[config.mk]
export PLATFORM = sky130hd
export DESIGN_NAME = vga_sync_gen
export DESIGN_NICKNAME = d
export VERILOG_FILES = /design/src/rtl/vga_timing_pkg.sv /design/src/rtl/vga_tick_div.sv /design/src/rtl/vga_sync_gen.sv
export SDC_FILE = /design/constraint.sdc
export NUM_CORES = 1
export LEC_CHECK = 0
export CAP_MARGIN = 40
export CORE_ASPECT_RATIO = 0.75
export CORE_MARGIN = 2
export CORE_UTILIZATION = 46
export CTS_BUF_LIST = sky130_fd_sc_hd__clkbuf_16
export CTS_CLUSTER_DIAMETER = 40
export DETAILED_ROUTE_END_ITERATION = 16
export PLACE_DENSITY = 0.72
export SLEW_MARGIN = 40
export SYNTH_ARGS = -nofsm -noshare
export SYNTH_HDL_FRONTEND = slang
export SYNTH_SLANG_ARGS = --single-unit
[constraint.sdc]
create_clock -name clk -period 1.9 [get_ports clk]
set_input_delay 0.38 -clock clk [delete_from_list [all_inputs] [get_ports clk]]
set_output_delay 0.38 -clock clk [all_outputs]
set_load 0.01 [all_outputs]
[src/rtl/vga_timing_pkg.sv]
// Shared 640x480 @ 60 Hz VGA timing constants, sync-flag record and window helper.
// Used by vga_sync_gen and by pixel generators that need the same geometry.
package vga_timing_pkg;

    localparam int PIXEL_BITS = 10;

    // Default 640x480 geometry, horizontal in pixels and vertical in lines.
    localparam int H_DISPLAY_PX = 640;
    localparam int H_FRONT_PX   = 16;
    localparam int H_SYNC_PX    = 96;
    localparam int H_BACK_PX    = 48;
    localparam int V_DISPLAY_LN = 480;
    localparam int V_FRONT_LN   = 10;
    localparam int V_SYNC_LN    = 2;
    localparam int V_BACK_LN    = 33;

    localparam int H_TOTAL_PX      = H_DISPLAY_PX + H_FRONT_PX + H_SYNC_PX + H_BACK_PX;
    localparam int V_TOTAL_LN      = V_DISPLAY_LN + V_FRONT_LN + V_SYNC_LN + V_BACK_LN;
    localparam int H_SYNC_START_PX = H_DISPLAY_PX + H_FRONT_PX;
    localparam int H_SYNC_END_PX   = H_SYNC_START_PX + H_SYNC_PX;
    localparam int V_SYNC_START_LN = V_DISPLAY_LN + V_FRONT_LN;
    localparam int V_SYNC_END_LN   = V_SYNC_START_LN + V_SYNC_LN;

    typedef struct packed {
        logic hsync;
        logic vsync;
        logic video_on;
    } sync_flags_t;

    // Both syncs idle high, picture blanked.
    localparam sync_flags_t FLAGS_RESET = '{hsync: 1'b1, vsync: 1'b1, video_on: 1'b0};

    // Half-open window test: lo <= value < hi.
    function automatic logic in_window(input int value, input int lo, input int hi);
        return (value >= lo) && (value < hi);
    endfunction

endpackage

[src/rtl/vga_tick_div.sv]
// Pixel-rate strobe: one-clk registered pulse every CLK_DIV system clocks (CLK_DIV >= 2).
// After reset the first pulse arrives CLK_DIV clocks after the last reset edge.
module vga_tick_div #(
    parameter int CLK_DIV = 4
) (
    input  logic clk,
    input  logic reset,
    output logic p_tick
);

    localparam int CNT_W = $clog2(CLK_DIV);
    localparam logic [CNT_W-1:0] CNT_LAST = CNT_W'(CLK_DIV - 1);

    logic [CNT_W-1:0] tick_cnt;

    // NOTE: state registers use non-blocking assignments so every flop samples
    // the pre-edge values; blocking here would chain tick_cnt into p_tick.
    always_ff @(posedge clk) begin
        if (reset) begin
            tick_cnt <= '0;
            p_tick   <= 1'b0;
        end else begin
            tick_cnt <= (tick_cnt == CNT_LAST) ? '0 : tick_cnt + 1'b1;
            p_tick   <= (tick_cnt == CNT_LAST);
        end
    end

endmodule

[src/rtl/vga_sync_gen.sv]
// VGA sync generator: pixel/line counters plus registered hsync, vsync, video_on.
// Optional frame_start pulse is built only when VGA_SYNC_FRAME_START_EN is defined.
module vga_sync_gen
    import vga_timing_pkg::*;
#(
    parameter int CLK_DIV     = 4,
    parameter int H_DISPLAY   = H_DISPLAY_PX,
    parameter int H_FRONT     = H_FRONT_PX,
    parameter int H_SYNC      = H_SYNC_PX,
    parameter int H_BACK      = H_BACK_PX,
    parameter int V_DISPLAY   = V_DISPLAY_LN,
    parameter int V_FRONT     = V_FRONT_LN,
    parameter int V_SYNC      = V_SYNC_LN,
    parameter int V_BACK      = V_BACK_LN,
    parameter int bus_pixeles = PIXEL_BITS
) (
    input  logic                   clk,
    input  logic                   reset,
    output logic                   p_tick,
    output logic                   hsync,
    output logic                   vsync,
    output logic                   video_on,
    output logic [bus_pixeles-1:0] pixel_x,
    output logic [bus_pixeles-1:0] pixel_y
`ifdef VGA_SYNC_FRAME_START_EN
    ,
    output logic                   frame_start
`endif
);

    localparam int H_TOTAL      = H_DISPLAY + H_FRONT + H_SYNC + H_BACK;
    localparam int V_TOTAL      = V_DISPLAY + V_FRONT + V_SYNC + V_BACK;
    localparam int H_SYNC_START = H_DISPLAY + H_FRONT;
    localparam int H_SYNC_END   = H_SYNC_START + H_SYNC;
    localparam int V_SYNC_START = V_DISPLAY + V_FRONT;
    localparam int V_SYNC_END   = V_SYNC_START + V_SYNC;

    localparam logic [bus_pixeles-1:0] H_LAST = bus_pixeles'(H_TOTAL - 1);
    localparam logic [bus_pixeles-1:0] V_LAST = bus_pixeles'(V_TOTAL - 1);

    logic [bus_pixeles-1:0] h_cnt;
    logic [bus_pixeles-1:0] v_cnt;
    logic [bus_pixeles-1:0] h_next;
    logic [bus_pixeles-1:0] v_next;
    sync_flags_t            flags_q;
    sync_flags_t            flags_next;

    vga_tick_div #(
        .CLK_DIV(CLK_DIV)
    ) u_tick_div (
        .clk   (clk),
        .reset (reset),
        .p_tick(p_tick)
    );

    // Flags are decoded from the next counter values so they land on the same
    // edge as pixel_x/pixel_y and never lag the coordinates by a clock.
    always_comb begin
        // NOTE: defaults first so every path assigns every signal and no latch is inferred.
        h_next     = h_cnt;
        v_next     = v_cnt;
        flags_next = FLAGS_RESET;

        if (p_tick) begin
            if (h_cnt == H_LAST) begin
                h_next = '0;
                v_next = (v_cnt == V_LAST) ? '0 : v_cnt + 1'b1;
            end else begin
                h_next = h_cnt + 1'b1;
            end
        end

        flags_next.hsync    = !in_window(int'(h_next), H_SYNC_START, H_SYNC_END);
        flags_next.vsync    = !in_window(int'(v_next), V_SYNC_START, V_SYNC_END);
        flags_next.video_on = in_window(int'(h_next), 0, H_DISPLAY)
                              && in_window(int'(v_next), 0, V_DISPLAY);
    end

    always_ff @(posedge clk) begin
        if (reset) begin
            h_cnt   <= '0;
            v_cnt   <= '0;
            flags_q <= FLAGS_RESET;
        end else begin
            h_cnt   <= h_next;
            v_cnt   <= v_next;
            flags_q <= flags_next;
        end
    end

    assign pixel_x  = h_cnt;
    assign pixel_y  = v_cnt;
    assign hsync    = flags_q.hsync;
    assign vsync    = flags_q.vsync;
    assign video_on = flags_q.video_on;

`ifdef VGA_SYNC_FRAME_START_EN
    // High on the edge where both counters return to (0,0); no pulse at reset release.
    logic frame_wrap;

    assign frame_wrap = p_tick && (h_cnt == H_LAST) && (v_cnt == V_LAST);

    always_ff @(posedge clk) begin
        if (reset) begin
            frame_start <= 1'b0;
        end else begin
            frame_start <= frame_wrap;
        end
    end
`endif

endmodule

==> results of run 1 <==
==> what timing repair did <==
action,CTS,global route
gates resized for setup,2,6
hold buffers,0,0
pin swaps,0,1
setup endpoints to repair,1,5
setup buffers,0,2
==> per-layer routing <==
layer,vias to the layer above,part of all wire [%],GRT usage [%]
met5,-,0,0
met4,0,0.56,3.922
li1,728,-,-
met1,657,48,36.11
met2,72,43,33.49
met3,6,8.7,5.591
==> layout make-up <==
type	count	area (um2)
clock buffers	3	75.07
fillers	230	930.9
inverters	5	18.77
multi-input cells	132	894.6
flip-flops and latches	26	529.3
well taps	38	47.55
repair buffers	53	460.4
==> power breakdown <==
group,switching [mW],internal [mW]
sequential,0.00737,0.558
combinational,0.0366,0.0372
clock,0.159,0.278
==> registers in the layout, summed over array words and instances (netlist names) <==
name and flops:
hsync 1, u_tick_div.p_tick 1, u_tick_div.tick_cnt 2, vsync 1
pixel_x 10, pixel_y 10, video_on 1
==> logic make-up after synthesis <==
group           after synthesis  share of synthesized area, %
simple gates                 85                         34.49
compound gates               31                         15.08
flops                        26                         36.05
buf+inv                      13                         3.639
xor+xnor                     12                         7.279
fa+ha+maj                     4                         3.466
==> worst max-delay path, cell delays in order (launching register included) <==
cell	delay, ps
dfxtp_1	350
nand2_2	90
or4_4	570
a21o_1	220
a222oi_1	360
o2111ai_1	160
==> synth_stat cells, drive strengths merged (3+ instances only) <==
library cell,instances
xnor2,7
dfxtp,26
and3,3
xor2,5
nand3,13
buf,3
and4b,3
inv,5
or3,3
a21oi,11
nor3,11
nor2,13
ha,4
nand4,3
clkbuf,5
nand2,13
nor4,6
==> per-stage QoR <==
| step | utilization, % | instance area (um2) | setup TNS (ps) |
|---|---|---|---|
| floorplan | - | 1451 | 0 |
| global placement | 64.62 | 1911 | 0 |
| detailed placement | 64.62 | 1911 | -2.446 |
| CTS | 67.25 | 1988 | 0 |
| global route | 68.51 | 2026 | -80.15 |
| finish | 68.51 | 2026 | 0 |
==> how the worst max path moves through the flow <==
stage | start | end | slack, ps | cells after the start
after CTS | pixel_y[6]$_SDFF_PP0_ | vsync$_SDFF_PP1_ | 10 | 5
final | pixel_y[6]$_SDFF_PP0_ | vsync$_SDFF_PP1_ | 9 | 5
after detailed placement | pixel_y[1]$_SDFF_PP0_ | vsync$_SDFF_PP1_ | -2 | 5
after global placement | pixel_y[1]$_SDFF_PP0_ | vsync$_SDFF_PP1_ | 90 | 5
after global routing | pixel_x[0]$_SDFF_PP0_ | vsync$_SDFF_PP1_ | -30 | 6
after floorplan | pixel_x[0]$_SDFF_PP0_ | vsync$_SDFF_PP1_ | 5 | 6
==> results.cfg, run 1 <==
[drt]
wl_um = 3741
drtIter0Drc = 115
via_per_inst = 5.693
drc_errors = 0
wl_per_cell_um = 14.56
vias = 1463
ant_nets = 0
firstDrtPassIters = 4

[logic_synthesis]
synth_warnings = 0
syn_area_per_cell_um2 = 8.444
synth_top_area_share_pct = 36.05
ys_ff_latch = 26
synth.area.top_cells = dfxtp_1, xnor2_1, a21oi_1
synthesis.area_um2 = 1444
synth_ff_type = dfxtp_1
synth_fp_nets = 177
ys_types = 49
syn_inst = 171
synth_largest_area_cell = dfxtp_1
ys_seq_area_share_pct = 36.05
synth-edff-count = 0
synthArstFlopShare_pct = 0

[timing]
period_share_pct = 99.51
finalSetupViolations = 0
worst_pin_slew_ps = 456.2
finalMaxSlewViolations = 0
finalClockSkew_ps = 5.839
whs_ps = 429.7
slew_headroom_pct = 69.49
rsz0062_at_grt = yes
period_needed_ps = 1891
fmax_ghz = 0.5289
fin_ws_ps = 9.286
hold_viol_final = 0

[cts]
cts.clk_slew.worst_paths_ps = 60
insertion_delay_ps = 250
htree_num_levels = 1
clkSinkCount = 26
cts_made_buffers = 3
cts_max_path_buffers = 2
cts_tree = done
clockRootBuffer = clkbuf_16

[worst_hold_path]
hold_start = u_tick_div.tick_cnt[0]$_SDFF_PP0_
hold_end = u_tick_div.tick_cnt[0]$_SDFF_PP0_
holdPathStages = 1
hp-class = reg -> reg

[final_layout]
final_cell_mix = buf_4, clkdlybuf4s50_1, dfxtp_1
area_growth_pct = 40.29
instances_no_fill = 257
nets = 227
layout-drive-gt1-share_pct = 26.03
layout_commonest_cell = buf_4
diodes = 0

[power]
leakage_nw = 0.7214
fin_total_pwr_mw = 1.076
powerDensity_nw_per_um2 = 531.0
ir_drop_uv = 713.1

[die]
dieArea_um2 = 3608
core_um2 = 2957
die_h_um = 52.52
die_x_um = 68.69
io_pins = 26
rows = 17
initial_core_util_pct = 48.84

[placement]
hpwl_um = 2869
pre_cts_ws_ps = -2.446
finalWeightedCongestion = 0.8653
portBuffers = 25
dpl.cell_count = 252

[critical_path]
r2r_end = vsync$_SDFF_PP1_
criticalPathCategory = reg -> reg
r2r_slack_ps = 9
critPathCaptureType = flop
rr_worst_depth = 5
crit_fanout = 5
cp.required_ps = 2010
arrival_ps = 2000
worstReg2RegStart = pixel_y[6]$_SDFF_PP0_
startpoint_type = flop

[status]
status = finished clean

[global_route]
grt-ovfl-total = 0
grt_pass1_vias = 1318
grt_pass1_wl_um = 6285
grt_antenna_before_repair = 0
grt_usage_pct = 23.56
grt_max_degree = 14

[job]
drv_cap = 0
(Power assumes the default switching activity.)
==> run 2, diff against run 1 <==
--- a/config.mk
+++ b/config.mk
@@ -6,7 +6,7 @@
 export NUM_CORES = 1
 export LEC_CHECK = 0
 export CAP_MARGIN = 40
-export CORE_ASPECT_RATIO = 0.75
+export CORE_ASPECT_RATIO = 1.2
 export CORE_MARGIN = 2
 export CORE_UTILIZATION = 46
 export CTS_BUF_LIST = sky130_fd_sc_hd__clkbuf_16
==> run 2 against run 1 <==
Effect of this change: total power grew 3.6%; final area grew 2.5%; via count grew 3.2%; clock-buffer cell count is the same; utilization is essentially flat.
==> results.cfg, run 2 (synthesized netlist as in run 1, its figures left out) <==
[drt]
wl_um = 4029
ant_nets = 0
drtIter0Drc = 46
vias = 1510
via_per_inst = 5.830
wl_per_cell_um = 15.56
drc_errors = 0
firstDrtPassIters = 5

[power]
fin_total_pwr_mw = 1.114
powerDensity_nw_per_um2 = 536.7
ir_drop_uv = 362.0
leakage_nw = 0.7324

[worst_hold_path]
hp-class = reg -> reg
holdPathStages = 1

[timing]
slew_headroom_pct = 68.67
fmax_ghz = 0.5352
hold_viol_final = 0
period_needed_ps = 1868
finalClockSkew_ps = 0.9539
finalMaxSlewViolations = 0
worst_pin_slew_ps = 465.9
rsz0062_at_grt = yes
fin_ws_ps = 31.53
period_share_pct = 98.34
finalSetupViolations = 0

[critical_path]
cp-endpoint = vsync$_SDFF_PP1_
r2r_slack_ps = 30
r2r_end = vsync$_SDFF_PP1_
crit_start = pixel_x[1]$_SDFF_PP0_
cpPeakStageDelay_ps = 480
cp_slowest_cell = or3_2
cp_num_cells = 6
crit_buf_inv = 0
worstReg2RegStart = pixel_x[1]$_SDFF_PP0_
cp.required_ps = 2020
arrival_ps = 1990
critPathCaptureType = flop
crit_fanout = 8
rr_worst_depth = 6
criticalPathCategory = reg -> reg
crit_chain = ha_2, and4bb_2, nand3_4, or3_2, a21oi_2, o2111ai_2
crit_family = simple AND/OR/NAND/NOR gates
startpoint_type = flop

[cts]
clkSinkCount = 26
cts_max_path_buffers = 2
htree_num_levels = 1
clockRootBuffer = clkbuf_16
cts.clk_slew.worst_paths_ps = 60
cts_made_buffers = 3
cts_tree = done
insertion_delay_ps = 260

[global_route]
grt-ovfl-total = 0
grt_pass1_vias = 1437
grt_pass1_wl_um = 6589
grt_max_degree = 15
grt_usage_pct = 24.48
grt_antenna_before_repair = 0

[die]
die_x_um = 55.15
core_um2 = 3028
io_pins = 26
dieArea_um2 = 3605
rows = 22
initial_core_util_pct = 47.69
die_h_um = 65.38

[final_layout]
diodes = 0
final_cell_mix = buf_4, clkdlybuf4s50_1, dfxtp_1
instances_no_fill = 259
layout_commonest_cell = buf_4
multi_input_area_um2 = 919.6
layout-drive-gt1-share_pct = 29.15
area_growth_pct = 43.76
nets = 230
n_fill_cell = 266
layout.area.seq_um2 = 530.5

[placement]
dpl.cell_count = 254
hpwl_um = 2925
pre_cts_ws_ps = -27.28
finalWeightedCongestion = 0.8256
portBuffers = 25

[status]
status = finished clean

[job]
drv_cap = 0
run 2: cell types whose count changed in the layout (fill, tap and decap cells not counted), sizes merged:
| cell | change |
|---|---|
| buf | +3 |
| clkinv | +1 |
run 2: per-stage QoR:
step	instance area, um2	setup TNS, ps	hold slack (ps)	util [%]
floorplan	1451	0	408.2	-
global placement	1938	0	412.8	64.01
detailed placement	1938	-27.28	427.9	64.01
CTS	2024	0	437.2	66.86
global route	2076	-51.01	461.7	68.55
finish	2076	0	433.6	68.55
run 2: repair_timing:
item,4_1_cts,5_1_grt
setup buffers,0,1
endpoints found under the setup margin,1,6
gates resized for setup,1,12
hold buffers,0,0
endpoints found under the hold margin,0,0
pin swaps,0,5
run 2: how the worst min path moves through the flow:
stage          slack (ps)                         startpoint                                end
6_report              430  u_tick_div.tick_cnt[0]$_SDFF_PP0_  u_tick_div.tick_cnt[0]$_SDFF_PP0_
2_1_floorplan         410  u_tick_div.tick_cnt[0]$_SDFF_PP0_  u_tick_div.tick_cnt[0]$_SDFF_PP0_
3_3_place_gp          410  u_tick_div.tick_cnt[0]$_SDFF_PP0_  u_tick_div.tick_cnt[0]$_SDFF_PP0_
4_1_cts               440  u_tick_div.tick_cnt[0]$_SDFF_PP0_  u_tick_div.tick_cnt[0]$_SDFF_PP0_
5_1_grt               460  u_tick_div.tick_cnt[0]$_SDFF_PP0_  u_tick_div.tick_cnt[0]$_SDFF_PP0_
3_5_place_dp          430  u_tick_div.tick_cnt[0]$_SDFF_PP0_  u_tick_div.tick_cnt[0]$_SDFF_PP0_
run 2: final cells by class:
type / instances / share of cell area, %
clock buffer: 3 / 3.617
clock inverter: 1 / 0.1808
tap: 36 / 2.170
inverter: 5 / 0.9042
timing repair buffer: 56 / 23.27
multi-input combinational: 132 / 44.30
sequential: 26 / 25.56
run 2: power by group:
group | switching (mW) | internal (mW) | total, mW | leakage, nW
Sequential | 0.00565 | 0.558 | 0.564 | 0.215
Clock | 0.188 | 0.282 | 0.470 | 0.0385
Combinational | 0.0393 | 0.0415 | 0.0808 | 0.479
run 2: routing by layer:
metal  part of all wire, %  GRT usage [%]  up-vias
li1                      -              -      725
met1                    42          29.57      729
met2                    53          43.15       49
met3                   4.2          2.955        7
met4                  0.99          8.232        0
met5                     0              0        -
==> run 3, diff against run 2 <==
--- a/config.mk
+++ b/config.mk
@@ -8,11 +8,12 @@
 export CAP_MARGIN = 40
 export CORE_ASPECT_RATIO = 1.2
 export CORE_MARGIN = 2
-export CORE_UTILIZATION = 46
+export CORE_UTILIZATION = 30
 export CTS_BUF_LIST = sky130_fd_sc_hd__clkbuf_16
-export CTS_CLUSTER_DIAMETER = 40
+export CTS_CLUSTER_DIAMETER = 100
 export DETAILED_ROUTE_END_ITERATION = 16
-export PLACE_DENSITY = 0.72
+export GPL_ROUTABILITY_DRIVEN = 0
+export PLACE_DENSITY = 0.5
 export SLEW_MARGIN = 40
 export SYNTH_ARGS = -nofsm -noshare
 export SYNTH_HDL_FRONTEND = slang
==> run 3 against run 2 <==
Effect of this change: final area down 1.7%; combinational power fell by 11%; clock power hardly changed; via count is 3.9% lower; critical path depth is 1 lower; first-iteration DRC count rose by 140%; total power is 0.49% lower; sequential power is essentially flat.
==> results.cfg, run 3 (synthesized netlist as in run 1, its figures left out) <==
[drt]
wl_per_cell_um = 14.81
firstDrtPassIters = 4
drc_errors = 0
drtIter0Drc = 109
via_per_inst = 5.257
vias = 1451
ant_nets = 0
wl_um = 4088

[global_route]
grt-ovfl-total = 0
grt_usage_pct = 16.07
grt_max_degree = 16
grt_pass1_vias = 1340
grt_pass1_wl_um = 6541
grt_antenna_before_repair = 0

[final_layout]
layout-drive-gt1-share_pct = 25.23
area_growth_pct = 41.25
final_cell_mix = buf_4, clkdlybuf4s50_1, dfxtp_1
nets = 225
layout_commonest_cell = buf_4
layout.area.seq_um2 = 529.3
multi_input_area_um2 = 894.6
diodes = 0
n_fill_cell = 451

[die]
die_x_um = 67.33
rows = 27
dieArea_um2 = 5386
initial_core_util_pct = 31.20
core_um2 = 4628
io_pins = 26
die_h_um = 80.00

[timing]
slew_headroom_pct = 70.52
period_share_pct = 95.89
period_needed_ps = 1822
whs_ps = 434.3
worst_pin_slew_ps = 438.5
fmax_ghz = 0.5489
finalSetupViolations = 0
finalMaxSlewViolations = 0
hold_viol_final = 0
finalClockSkew_ps = 8.188

[cts]
cts_made_buffers = 3
cts_tree = done
ctsHoldBuffers = 0
htree_num_levels = 1
cts_max_path_buffers = 2
clockRootBuffer = clkbuf_16
cts.clk_slew.worst_paths_ps = 70
insertion_delay_ps = 260
clkSinkCount = 26

[critical_path]
startpoint_type = flop
rr_worst_depth = 5
crit_fanout = 8
cpPeakStageDelay_ps = 520
cp.required_ps = 2030
arrival_ps = 1950
critPathCaptureType = flop
criticalPathCategory = reg -> reg
r2r_slack_ps = 80
cp_slowest_cell = or4_4
worstReg2RegStart = pixel_y[4]$_SDFF_PP0_
crit_chain = nand2_2, or4_4, a21o_1, a222oi_1, o2111ai_1
r2r_end = vsync$_SDFF_PP1_

[job]
drv_cap = 0

[placement]
hpwl_um = 3004
portBuffers = 25

[worst_hold_path]
hold_start = u_tick_div.tick_cnt[0]$_SDFF_PP0_
hp-class = reg -> reg
holdPathStages = 1
hold_end = u_tick_div.tick_cnt[0]$_SDFF_PP0_

[power]
ir_drop_uv = 288.4
leakage_nw = 0.7118
fin_total_pwr_mw = 1.109
powerDensity_nw_per_um2 = 543.6

[status]
status = finished clean
[run 3: cell count changes in the layout (fill, tap and decap cells not counted), sizes merged]
cell and delta:
buf -5
[run 3: what timing repair did]
| action | 4_1_cts | 5_1_grt |
|---|---|---|
| setup endpoints to repair | 0 | 6 |
| resized for setup | 0 | 8 |
| setup buffers | 0 | 2 |
[run 3: cell type report]
cell class | instances | share of cell area, %
well taps | 58 | 3.558
repair buffers | 51 | 21.84
inverters | 5 | 0.9202
clock buffers | 3 | 3.681
multi-input cells | 132 | 43.86
flip-flops and latches | 26 | 25.95
clock inverters | 1 | 0.1840
[run 3: how the worst max path moves through the flow]
stage          slack (ps)                  start          endpoint
6_report               80  pixel_y[4]$_SDFF_PP0_  vsync$_SDFF_PP1_
3_3_place_gp           40  pixel_y[1]$_SDFF_PP0_  vsync$_SDFF_PP1_
5_1_grt               -20  pixel_x[0]$_SDFF_PP0_  vsync$_SDFF_PP1_
4_1_cts                20  pixel_y[0]$_SDFF_PP0_  vsync$_SDFF_PP1_
3_5_place_dp           30  pixel_y[0]$_SDFF_PP0_  vsync$_SDFF_PP1_
2_1_floorplan           5  pixel_x[0]$_SDFF_PP0_  vsync$_SDFF_PP1_
[run 3: metal layers]
layer | GRT usage, % | vias to the layer above | part of all wire [%]
li1 | - | 717 | -
met1 | 19.64 | 686 | 43
met2 | 28.02 | 42 | 51
met3 | 2.962 | 6 | 4.0
met4 | 4.898 | 0 | 1.3
met5 | 0 | - | 0
[run 3: where the power goes]
group,total [mW],switching [mW],internal [mW]
Combinational,0.0721,0.0362,0.0359
Sequential,0.565,0.00788,0.558
Clock,0.471,0.189,0.282
Total,1.11,0.233,0.875
[run 3: per-stage QoR]
step	instance area, um2	setup WS, ps	utilization (%)	TNS (ps)	std cells
floorplan	1451	4.845	-	0	171
global placement	1921	44.92	41.50	0	270
detailed placement	1921	34.47	41.50	0	270
CTS	1999	21.44	43.20	0	274
global route	2039	-21.40	44.07	-21.40	276
finish	2039	78.12	44.07	0	276
[run 3: critical path: cells and delay by family, from the launching register on]
family | cells | cell delay (ps)
AOI/OAI and AO/OA | 3 | 680
DFF | 1 | 400
and+or+nand+nor | 2 | 600
